`src/rtl/controlador_alarme_pkg.sv`:
```
// Shared encodings for the alarm controller: state codes, timer clear patterns.
// The PANIC_INPUT_EN build reuses ST_PANIC; other builds leave code 5 unreachable.
package controlador_alarme_pkg;

  localparam int STATE_W = 3;

  localparam logic [STATE_W-1:0] ST_DISARMED    = 3'd0;
  localparam logic [STATE_W-1:0] ST_EXIT_DELAY  = 3'd1;
  localparam logic [STATE_W-1:0] ST_ARMED       = 3'd2;
  localparam logic [STATE_W-1:0] ST_ENTRY_DELAY = 3'd3;
  localparam logic [STATE_W-1:0] ST_ALARM       = 3'd4;
  localparam logic [STATE_W-1:0] ST_PANIC       = 3'd5;

  localparam logic [2:0] TIMER_HOLD = 3'b111;
  localparam logic [2:0] TIMER_RUN  = 3'b000;

  function automatic logic is_delay(input logic [STATE_W-1:0] s);
    return (s == ST_EXIT_DELAY) || (s == ST_ENTRY_DELAY);
  endfunction

endpackage

```
`src/rtl/controlador_alarme_detector_borda.sv`:
```
// Registered rising-edge detector for the delay timer's expiry flag.
// rise is combinational from din and the registered copy of din.
module detector_borda (
  input  logic clk,
  input  logic clr,
  input  logic din,
  output logic rise
);

  logic din_q;

  always_ff @(posedge clk or negedge clr) begin
    if (!clr) din_q <= 1'b0;
    else      din_q <= din;
  end

  assign rise = din & ~din_q;

endmodule

```
`src/rtl/controlador_alarme.sv`:
```
// Residential alarm sequencer: exit delay, armed watch, entry delay, alarm.
// Define PANIC_INPUT_EN to add the panic input and PANIC state.
module controlador_alarme
  import controlador_alarme_pkg::*;
#(
  parameter int N_ZONES   = 4,
  parameter int MAX_TRIES = 3
) (
  input  logic               clk,
  input  logic               clr,
  input  logic               arm_req,
  input  logic               disarm_req,
  input  logic               code_ok,
  input  logic [N_ZONES-1:0] sensor,
  input  logic               timer_hab,
`ifdef PANIC_INPUT_EN
  input  logic               panic,
`endif
  output logic [2:0]         timer_clr,
  output logic               siren,
  output logic               armed,
  output logic               delay_active,
  output logic [N_ZONES-1:0] zone,
  output logic               fault,
  output logic [STATE_W-1:0] state
);

  localparam logic [2:0] MAX_T = 3'(MAX_TRIES);

  logic               expiry;
  logic [STATE_W-1:0] next_state;
  logic [2:0]         tries_q, next_tries, tries_sat;
  logic [N_ZONES-1:0] next_zone;
  logic               next_fault;
  logic               good_code, bad_code;

  detector_borda u_borda (
    .clk  (clk),
    .clr  (clr),
    .din  (timer_hab),
    .rise (expiry)
  );

  // Keypad requests are single-cycle pulses with no backpressure; code_ok
  // only has meaning in a cycle where disarm_req is high.
  assign good_code = disarm_req & code_ok;
  assign bad_code  = disarm_req & ~code_ok;
  assign tries_sat = (tries_q >= MAX_T) ? MAX_T : tries_q + 3'd1;

  always_comb begin
    next_state = state;
    next_tries = tries_q;
    next_zone  = zone;
    next_fault = 1'b0;
    case (state)
      ST_DISARMED: begin
        next_tries = '0;
        if (arm_req) begin
          if (sensor == '0) next_state = ST_EXIT_DELAY;
          else              next_fault = 1'b1;
        end
      end
      ST_EXIT_DELAY, ST_ARMED, ST_ENTRY_DELAY, ST_ALARM: begin
        if (good_code) begin
          next_state = ST_DISARMED;
          next_tries = '0;
          next_zone  = '0;
        end else begin
          if (state == ST_ENTRY_DELAY) next_zone = zone | sensor;
          if (bad_code) next_tries = tries_sat;
          // Lockout outranks expiry and sensors; a non-final wrong code does not.
          if (bad_code && (tries_sat == MAX_T))
            next_state = ST_ALARM;
          else if ((state == ST_EXIT_DELAY) && expiry)
            next_state = ST_ARMED;
          else if ((state == ST_ENTRY_DELAY) && expiry)
            next_state = ST_ALARM;
          else if ((state == ST_ARMED) && (|sensor)) begin
            next_state = ST_ENTRY_DELAY;
            next_zone  = sensor;
          end
        end
      end
`ifdef PANIC_INPUT_EN
      ST_PANIC: begin
        if (good_code) begin
          next_state = ST_DISARMED;
          next_tries = '0;
          next_zone  = '0;
        end else if (bad_code) begin
          next_tries = tries_sat;
        end
      end
`endif
      default: begin
        next_state = ST_DISARMED;
        next_tries = '0;
        next_zone  = '0;
      end
    endcase
`ifdef PANIC_INPUT_EN
    if (panic) begin
      next_state = ST_PANIC;
      next_fault = 1'b0;
    end
`endif
  end

  always_ff @(posedge clk or negedge clr) begin
    if (!clr) begin
      state        <= ST_DISARMED;
      tries_q      <= '0;
      zone         <= '0;
      fault        <= 1'b0;
      timer_clr    <= TIMER_HOLD;
      siren        <= 1'b0;
      armed        <= 1'b0;
      delay_active <= 1'b0;
    end else begin
      state        <= next_state;
      tries_q      <= next_tries;
      zone         <= next_zone;
      fault        <= next_fault;
      timer_clr    <= is_delay(next_state) ? TIMER_RUN : TIMER_HOLD;
      siren        <= (next_state == ST_ALARM) || (next_state == ST_PANIC);
      armed        <= (next_state == ST_ARMED) || (next_state == ST_ENTRY_DELAY);
      delay_active <= is_delay(next_state);
    end
  end

endmodule

```
`config.mk`:
```
export PLATFORM = sky130hd
export DESIGN_NAME = controlador_alarme
export DESIGN_NICKNAME = d
export VERILOG_FILES = /design/src/rtl/controlador_alarme_pkg.sv /design/src/rtl/controlador_alarme_detector_borda.sv /design/src/rtl/controlador_alarme.sv
export SDC_FILE = /design/constraint.sdc
export NUM_CORES = 1
export LEC_CHECK = 0
export ABC_AREA = 1
export ABC_CLOCK_PERIOD_IN_PS = 1400
export CORE_ASPECT_RATIO = 0.75
export CORE_MARGIN = 5
export CORE_UTILIZATION = 29
export DETAILED_ROUTE_END_ITERATION = 10
export SLEW_MARGIN = 20
export SYNTH_ARGS = -nofsm -noshare
export SYNTH_HDL_FRONTEND = slang
export SYNTH_HIERARCHICAL = 1
export SYNTH_SLANG_ARGS = --single-unit
```
`constraint.sdc`:
```
create_clock -name clk -period 1.4 [get_ports clk]
set_input_delay 0.21 -clock clk [delete_from_list [all_inputs] [get_ports clk]]
set_output_delay 0.21 -clock clk [all_outputs]
set_load 0.05 [all_outputs]
```
=== Word level (Yosys, flattened, before mapping) ===
Cells that the tools add are included.

* Register bits: 18
* Input bits: 10
* Output and inout port bits: 14
* Word-level logic and storage cells: 62

* Add/subtract/negate cells: 1
* $lt $le $gt $ge: 1
* Eq/ne operators: 11
* Mux-type cells: 23
* Bitwise logic cells: 6
* Reduce and logical (&&, ||, !) cells: 11

{| class="wikitable"
|+ Operators with widths
! kind !! number
|-
| two-way mux 3 bit || 12
|-
| two-way mux 4 bit || 6
|-
| equality test 3 x 2 -> 1 bit, second input constant || 5
|-
| equality test 3 bit, second input constant || 3
|-
| one-hot mux 4 bit (2 select lines) || 1
|-
| OR reduction 4 bit || 2
|-
| equality test 3 x 1 -> 1 bit, second input constant || 2
|-
| one-hot mux 3 bit (2 select lines) || 1
|-
| logical AND 1 bit || 4
|-
| zero test 4 bit || 1
|-
| OR 4 bit || 1
|-
| adder 3 x 1 -> 3 bit, second input constant || 1
|-
| AND 1 bit || 3
|-
| >= comparator 3 x 2 -> 1 bit, second input constant || 1
|-
| zero test 3 bit || 1
|-
| logical OR 1 bit || 3
|-
| two-way mux 1 bit || 3
|-
| != test 3 bit, second input constant || 1
|-
| inverter 1 bit || 2
|}

=== Depth between registers and ports, before layout ===
Gate-level depths: netlist of the first run.

* Depth in word-level cells: 11
* Mapped depth: 12
* Depth with buffers taken out: 12

=== Modules after synthesis ===
Netlist of the first run, hierarchy kept.

{| class="wikitable"
|+ Modules (own cells, without submodules)
! module !! times used !! cells each !! area an instance (sq um) !! seq. area each (sq um)
|-
| controlador_alarme || 1 || 97 || 803.3 || 376.6
|-
| detector_borda || 1 || 3 || 35.0 || 25.0
|}

=== Worst setup path after synthesis of the first run ===
Ideal clock, no wire load.

* Kind: reg2reg
* Start point: register tries_q[0]
* End point: register zone[0]
* Setup time: 119 ps
* Arrival: 1477 ps
* Required time: 1281 ps
* Setup slack: -197 ps
* Cell stages (with the launch flop): 13
* Path buffers: 0
* Period minus slack after synthesis: 1597 ps
* Path through: dfrtp_1 > ha_1 > ha_1 > nor2_1 > nand2_1 > inv_1 > o21ai_0 > nand2_2 > nand2_1 > nand2_1 > nand2_2 > nand2_1 > nand2_1

* Longest elaborated chain between the ends: 7
* Elaborated cells on any way between the ends: 8
* Classes of those cells: 1 x add/sub; 1 x order compare; 1 x eq/ne; 4 x mux; 1 x reduce/logical

{| class="wikitable"
|+ Ends and longest elaborated chain
! element !! RTL line !! source
|-
| start: declaration || controlador_alarme.sv:32 || <nowiki>logic [2:0] tries_q, next_tries, tries_sat;</nowiki>
|-
| start signal: assignment || controlador_alarme.sv:121 || <nowiki>tries_q <= next_tries;</nowiki>
|-
| adder 3 x 1 -> 3 bit or >= comparator 3 x 2 -> 1 bit (tied branches) || controlador_alarme.sv:48 || <nowiki>assign tries_sat = (tries_q >= MAX_T) ? MAX_T : tries_q + 3'd1;</nowiki>
|-
| two-way mux 3 bit (*) || controlador_alarme.sv:48 ||
|-
| equality test 3 x 2 -> 1 bit (*) || controlador_alarme.sv:72 || <nowiki>if (bad_code && (tries_sat == MAX_T))</nowiki>
|-
| logical AND 1 bit (*) || controlador_alarme.sv:72 ||
|-
| two-way mux 4 bit (*) || controlador_alarme.sv:72 ||
|-
| two-way mux 4 bit (*) || controlador_alarme.sv:64 || <nowiki>if (good_code) begin</nowiki>
|-
| one-hot mux 4 bit (2 select lines) (*) || controlador_alarme.sv:55 || <nowiki>case (state)</nowiki>
|-
| end signal: assignment || controlador_alarme.sv:122 || <nowiki>zone <= next_zone;</nowiki>
|-
| end: declaration || controlador_alarme.sv:23 || <nowiki>output logic [N_ZONES-1:0] zone,</nowiki>
|}

Every way passes the cells marked *; elsewhere a longest branch is shown, timed or not.
A chain may end at the register's enable or synchronous reset.

=== Worst setup path after layout of the first run ===
* Start point: register tries_q[1]
* End point: register zone[3]

The elaborated chain is that of the path after synthesis.

==> results.json, run 1 <==
{
  "fillers": 249,
  "ant_nets": 0,
  "totalWireLength_mm": 2.179,
  "clock-sinks": 16,
  "maxSlewViolCount": 0,
  "fin_crit_ns": 1.592,
  "grt_max_degree": 17,
  "fp.dieH_um": 56.56,
  "row_count": 16,
  "postSynthAreaPerCell_um2": 8.383,
  "yosysSeqAreaShare_pct": 47.91,
  "drive_gt1_share_pct": 56.34,
  "crit_path_frequent_cell": "nand2_2",
  "diodes": 0,
  "io_pins": 24,
  "htreeDepth": 1,
  "vias": 805,
  "port_buffers": 23,
  "netlist_area_um2": 838.3,
  "first_global_vias": 813,
  "die_area_mm2": 0.004077,
  "maxCapViolations": 0,
  "clock_latency_ns": 0.25,
  "antenna_found_initial": 0,
  "cpMaxStageDelayCell": "dfrtp_1",
  "grt_usage_pct": 11.27,
  "powerDensity_mw_per_mm2": 647.9,
  "grt_pass1_wl_mm": 3.567,
  "worstPathRequired_ns": 1.54,
  "drt_iter0_markers": 10,
  "worstPathCellList": "ha_2, ha_4, nor2_4, nand2_2, inv_2, o21ai_2, nand2_2, nand2_2, nand2_2, nand2_4, nand2_1, nand2_1",
  "hp-class": "input pin to async pin",
  "cts-root-buf": "clkbuf_8",
  "outcome": "finished, violations left",
  "synth_cell_types": 23,
  "critPathMaxFanout": 4,
  "cp-start-kind": "flip-flop",
  "core_mm2": 0.002683,
  "dp_hpwl_mm": 1.736,
  "synth_cells": 100,
  "max_stage_delay_ns": 0.38,
  "synth_top_area_cell": "dfrtp_1",
  "max_freq_mhz": 628.3,
  "peakVddDrop_uv": 579.4,
  "violations": "negative setup slack",
  "crit_arrival_ns": 1.73,
  "start_util_pct": 31.25,
  "overflow": 0,
  "pre_cts_ws_ns": -0.2058,
  "rrSetupSlack_ns": -0.19,
  "clk_pin_slew_ns": 0.07,
  "syn2layout_area_growth_pct": 84.63,
  "synthTopCellsByArea": "dfrtp_1, nand2_1, inv_1",
  "critPathTopFamily": "simple AND/OR/NAND/NOR gates",
  "avgViaCountPerCell": 4.522,
  "power_leakage_nw": 0.7205,
  "seq_area_um2": 405.4,
  "slew_headroom_pct": 75.11,
  "finalCritPeriodShare_pct": 113.7,
  "worst_slack_ns": -0.1916,
  "post-route-drc-count": 0,
  "design_area_mm2": 0.001548,
  "multiInputGateArea_um2": 457.9,
  "hold_buffers": 0,
  "crit_type": "flip-flop to flip-flop",
  "skew_ns": 0.005926,
  "ys_warn_count": 6,
  "gp_congestion": 0.7851,
  "first_pass_iters": 4,
  "worstMarginPinSlew_ns": 0.3734,
  "cts_tree": "yes",
  "final_cell_mix": "buf_12, buf_4, nand2_1, dfrtp_1, nand2_2",
  "hold_viol": 0,
  "synth_top_cell_area_share_pct": 44.78,
  "ys_ff_latch": 16,
  "total_power_mw": 1.003,
  "post_drt_wl_per_cell_um": 12.24,
  "clk_path_buf_depth": 2,
  "nets": 155,
  "setup_tns_ns": -1.713,
  "cts_inserted_buffers": 3,
  "setup_viol": 12,
  "place_area_mm2": 0.001369,
  "final_common_cell": "buf_12",
  "critPathCaptureType": "flip-flop",
  "rsz0062_at_grt": "true",
  "syn_nets": 112,
  "die_w_um": 72.08,
  "critical_path_buf_inv_count": 1
}
## final timing paths
kind | end | startpoint | cells after the start
hold / removal | siren | clr | 2
setup / recovery | zone[3] | tries_q[1] | 12
setup reg to reg | zone[3] | tries_q[1] | 12
max in group asynchronous | timer_clr[1] | clr | 2
min in group clk | u_borda/din_q | timer_hab | 1
hold reg to reg | zone[1] | zone[1] | 2
## through the flow
stage	std cells	hold slack [ns]	util, %
3_5_place_dp	171	0.5264	51.03
4_1_cts	178	0.2793	54.71
6_report	178	0.2698	57.70
5_1_grt	178	0.3250	57.70
3_3_place_gp	171	0.5311	51.03
2_1_floorplan	100	-0.08559	-
## sequential cells by signal, indices dropped and copies added (netlist names)
signal and cells:
siren 1, tries_q 3, zone 4, u_borda/din_q 1, armed 1, timer_clr 1
state 3, fault 1, delay_active 1
## cell families after synthesis
logic type	synth area share (%)
AND/OR/NAND/NOR	31.79
AO/OA/AOI/OAI	7.314
buffers and inverters	9.999
adder cells (fa/ha/maj)	2.985
flip-flops	47.91
## layer usage
metal  vias to the layer above  track usage [%]  wire (um)
met4                         0            2.949         11
met3                         2            4.100        139
met2                        22            18.68       1073
met5                         -                0          0
met1                       385            13.68        954
li1                        396                -          -
## cell type report
cell class / instances / share of cell area, %
timing repair buffer: 40 / 33.14
tap: 36 / 2.910
multi-input combinational: 65 / 29.59
inverter: 17 / 4.608
sequential: 16 / 26.19
clock buffer: 4 / 3.557
## power by group
group	total [mW]	leakage, nW	switching [mW]	internal [mW]
clock network	0.413	0.0288	0.163	0.250
registers	0.473	0.211	0.00461	0.468
logic	0.118	0.481	0.0584	0.0592
total	1.00	0.720	0.226	0.777
## what timing repair did
item,CTS,global route
buffers inserted,3,0
pin swaps,9,7
gates resized for setup,7,23
endpoints found under the setup margin,11,13
## cells in the mapped netlist
cell type / n
clkinv_4: 1
nand2_2: 3
ha_1: 2
nand3_1: 7
inv_2: 4
a21boi_0: 1
nand3_4: 1
nor2_2: 3
a31oi_1: 1
dfstp_2: 1
o22ai_1: 2
nand2_4: 2
nor2_1: 10
dfrtp_1: 15
nand3_2: 1
nor3b_1: 2
buf_4: 2
nand2_1: 21
or2_2: 1
o21ai_0: 4
a21oi_1: 3
inv_1: 12
nand4_1: 1
Power figures use the tool's default switching activity.
==> run 2: changes to the inputs <==
--- a/config.mk
+++ b/config.mk
@@ -11,7 +11,7 @@
 export CORE_MARGIN = 5
 export CORE_UTILIZATION = 29
 export DETAILED_ROUTE_END_ITERATION = 10
-export SLEW_MARGIN = 20
+export GPL_TIMING_DRIVEN = 0
 export SYNTH_ARGS = -nofsm -noshare
 export SYNTH_HDL_FRONTEND = slang
 export SYNTH_HIERARCHICAL = 1
==> run 2 against run 1 <==
Effect of this change: the run still ends with negative setup slack left; wire length is 8.6% lower; total power fell by 3.2%; register-to-register slack is essentially flat; combinational power fell by 21%; clock power is 1% lower; critical path type unchanged; clock-buffer cell count stayed put; critical path depth did not move.
==> results.json, run 2 (synthesized netlist as in run 1, its figures left out) <==
{
  "worstMarginPinSlew_ns": 0.7230,
  "cts_tree": "yes",
  "post_drt_wl_per_cell_um": 11.79,
  "diodes": 0,
  "hold_viol": 0,
  "largest_reg_flops": 4,
  "drt_iter0_markers": 20,
  "powerDensity_mw_per_mm2": 751.1,
  "critPathCaptureType": "flip-flop",
  "peakVddDrop_uv": 416.1,
  "cts-root-buf": "clkbuf_8",
  "setup_viol": 11,
  "htreeDepth": 1,
  "startpoint": "tries_q[0]",
  "row_count": 16,
  "crit_arrival_ns": 1.73,
  "rsz0062_at_grt": "true",
  "vias": 745,
  "critPathMaxFanout": 4,
  "design_area_mm2": 0.001292,
  "rrSetupSlack_ns": -0.19,
  "finalCritPeriodShare_pct": 113.3,
  "overflow": 0,
  "first_global_vias": 785,
  "skew_ns": 0.0004548,
  "internal-power_uw": 756.8,
  "clkPwrFrac_pct": 41.9,
  "gp_congestion": 0.7023,
  "start_util_pct": 31.25,
  "first_pass_iters": 4,
  "p_sw_uw": 214.0,
  "clk_pin_slew_ns": 0.06,
  "r2r-end": "zone[0]",
  "clk_path_buf_depth": 2,
  "maxCapViolations": 0,
  "core_mm2": 0.002683,
  "pre_cts_ws_ns": -0.2656,
  "violations": "negative setup slack",
  "maxSlewViolCount": 0,
  "antenna_found_initial": 0,
  "nets": 146,
  "io_pins": 24,
  "hold_buffers": 0,
  "grt_usage_pct": 11.14,
  "cts_inserted_buffers": 3,
  "fp.dieH_um": 56.56,
  "cp-start-kind": "flip-flop",
  "drive_gt1_share_pct": 43.61,
  "port_buffers": 23,
  "p_comb_share_pct": 9.6,
  "crit_type": "flip-flop to flip-flop",
  "place_area_mm2": 0.001139,
  "die_area_mm2": 0.004077,
  "p_seq_share_pct": 48.4,
  "clock_latency_ns": 0.25,
  "max_freq_mhz": 630.6,
  "totalWireLength_mm": 1.992,
  "syn2layout_area_growth_pct": 54.18,
  "clock-sinks": 16,
  "hp-class": "input pin to async pin",
  "final_common_cell": "nand2_1",
  "ant_nets": 0,
  "top_register": "zone",
  "setup_tns_ns": -1.630,
  "final_cell_mix": "nand2_1, dfrtp_1, inv_1, nand2_2",
  "r2r_cells": 12,
  "reg.largest.list": "zone x4, state x3, tries_q x3",
  "outcome": "finished, violations left",
  "worst_slack_ns": -0.1858,
  "worstPathRequired_ns": 1.54,
  "r2r_start": "tries_q[0]",
  "grt_max_degree": 17,
  "grt_pass1_wl_mm": 3.553,
  "post-route-drc-count": 0,
  "dp_hpwl_mm": 1.450,
  "power_leakage_nw": 0.6283,
  "die_w_um": 72.08,
  "fin_crit_ns": 1.586,
  "slew_headroom_pct": 51.65,
  "switching_share_pct": 22.04,
  "holdWs_ns": 0.3928,
  "avgViaCountPerCell": 4.408
}
## run 2: area by class of cell
class                      count  area [um^2]
clock buffer                   4        55.05
buffer                         2        15.01
inverter                      17        71.32
sequential                    16        405.4
tap                           36        45.04
fill                         290         1390
timing repair buffer          29        270.3
multi-input combinational     65        430.4
## run 2: timing repair
action | CTS | global route
resized for setup | 40 | 7
cloned | 0 | 0
setup buffers | 4 | 2
endpoints found under the setup margin | 25 | 11
pin swaps | 13 | 5
## run 2: routing by layer
metal | track usage [%] | up-vias | part of all wire [%]
li1 | - | 384 | -
met1 | 14.63 | 327 | 48
met2 | 16.08 | 27 | 42
met3 | 4.991 | 7 | 8.4
met4 | 3.753 | 0 | 1.5
met5 | 0 | - | 0
## run 2: through the flow
stage	std cells	total power, mW	utilization [%]
CTS	167	0.9810	46.88
global route	169	1.017	48.18
finish	169	0.9708	48.18
detailed placement	159	0.5706	42.44
floorplan	100	0.5198	-
global placement	159	0.5701	42.44
## run 2: worst max-delay path by stage
stage | end | slack, ns | depth (start not counted)
global route | zone[1] | -0.27 | 12
floorplan | zone[0] | -0.13 | 12
detailed placement | zone[3] | -0.27 | 12
global placement | zone[0] | -0.24 | 12
finish | zone[0] | -0.19 | 12
CTS | delay_active | -0.18 | 10
## run 2: power groups by stage
stage               clock (mW)  sequential [mW]  combinational [mW]
floorplan                    0            0.491              0.0286
global placement             0            0.479              0.0909
detailed placement           0            0.479              0.0916
CTS                      0.420            0.470              0.0909
global route             0.442            0.471               0.104
finish                   0.407            0.470              0.0936
## run 2: critical path, cell delays in order, from the launching register on
cell	delay [ns]
dfrtp_1	0.40
ha_2	0.19
ha_4	0.16
nor2_4	0.10
nand3_2	0.08
nand2_2	0.07
inv_1	0.05
nand2_2	0.10
nand2_2	0.08
nand2_2	0.08
nand2_4	0.07
nand2_2	0.06
nand2_1	0.04
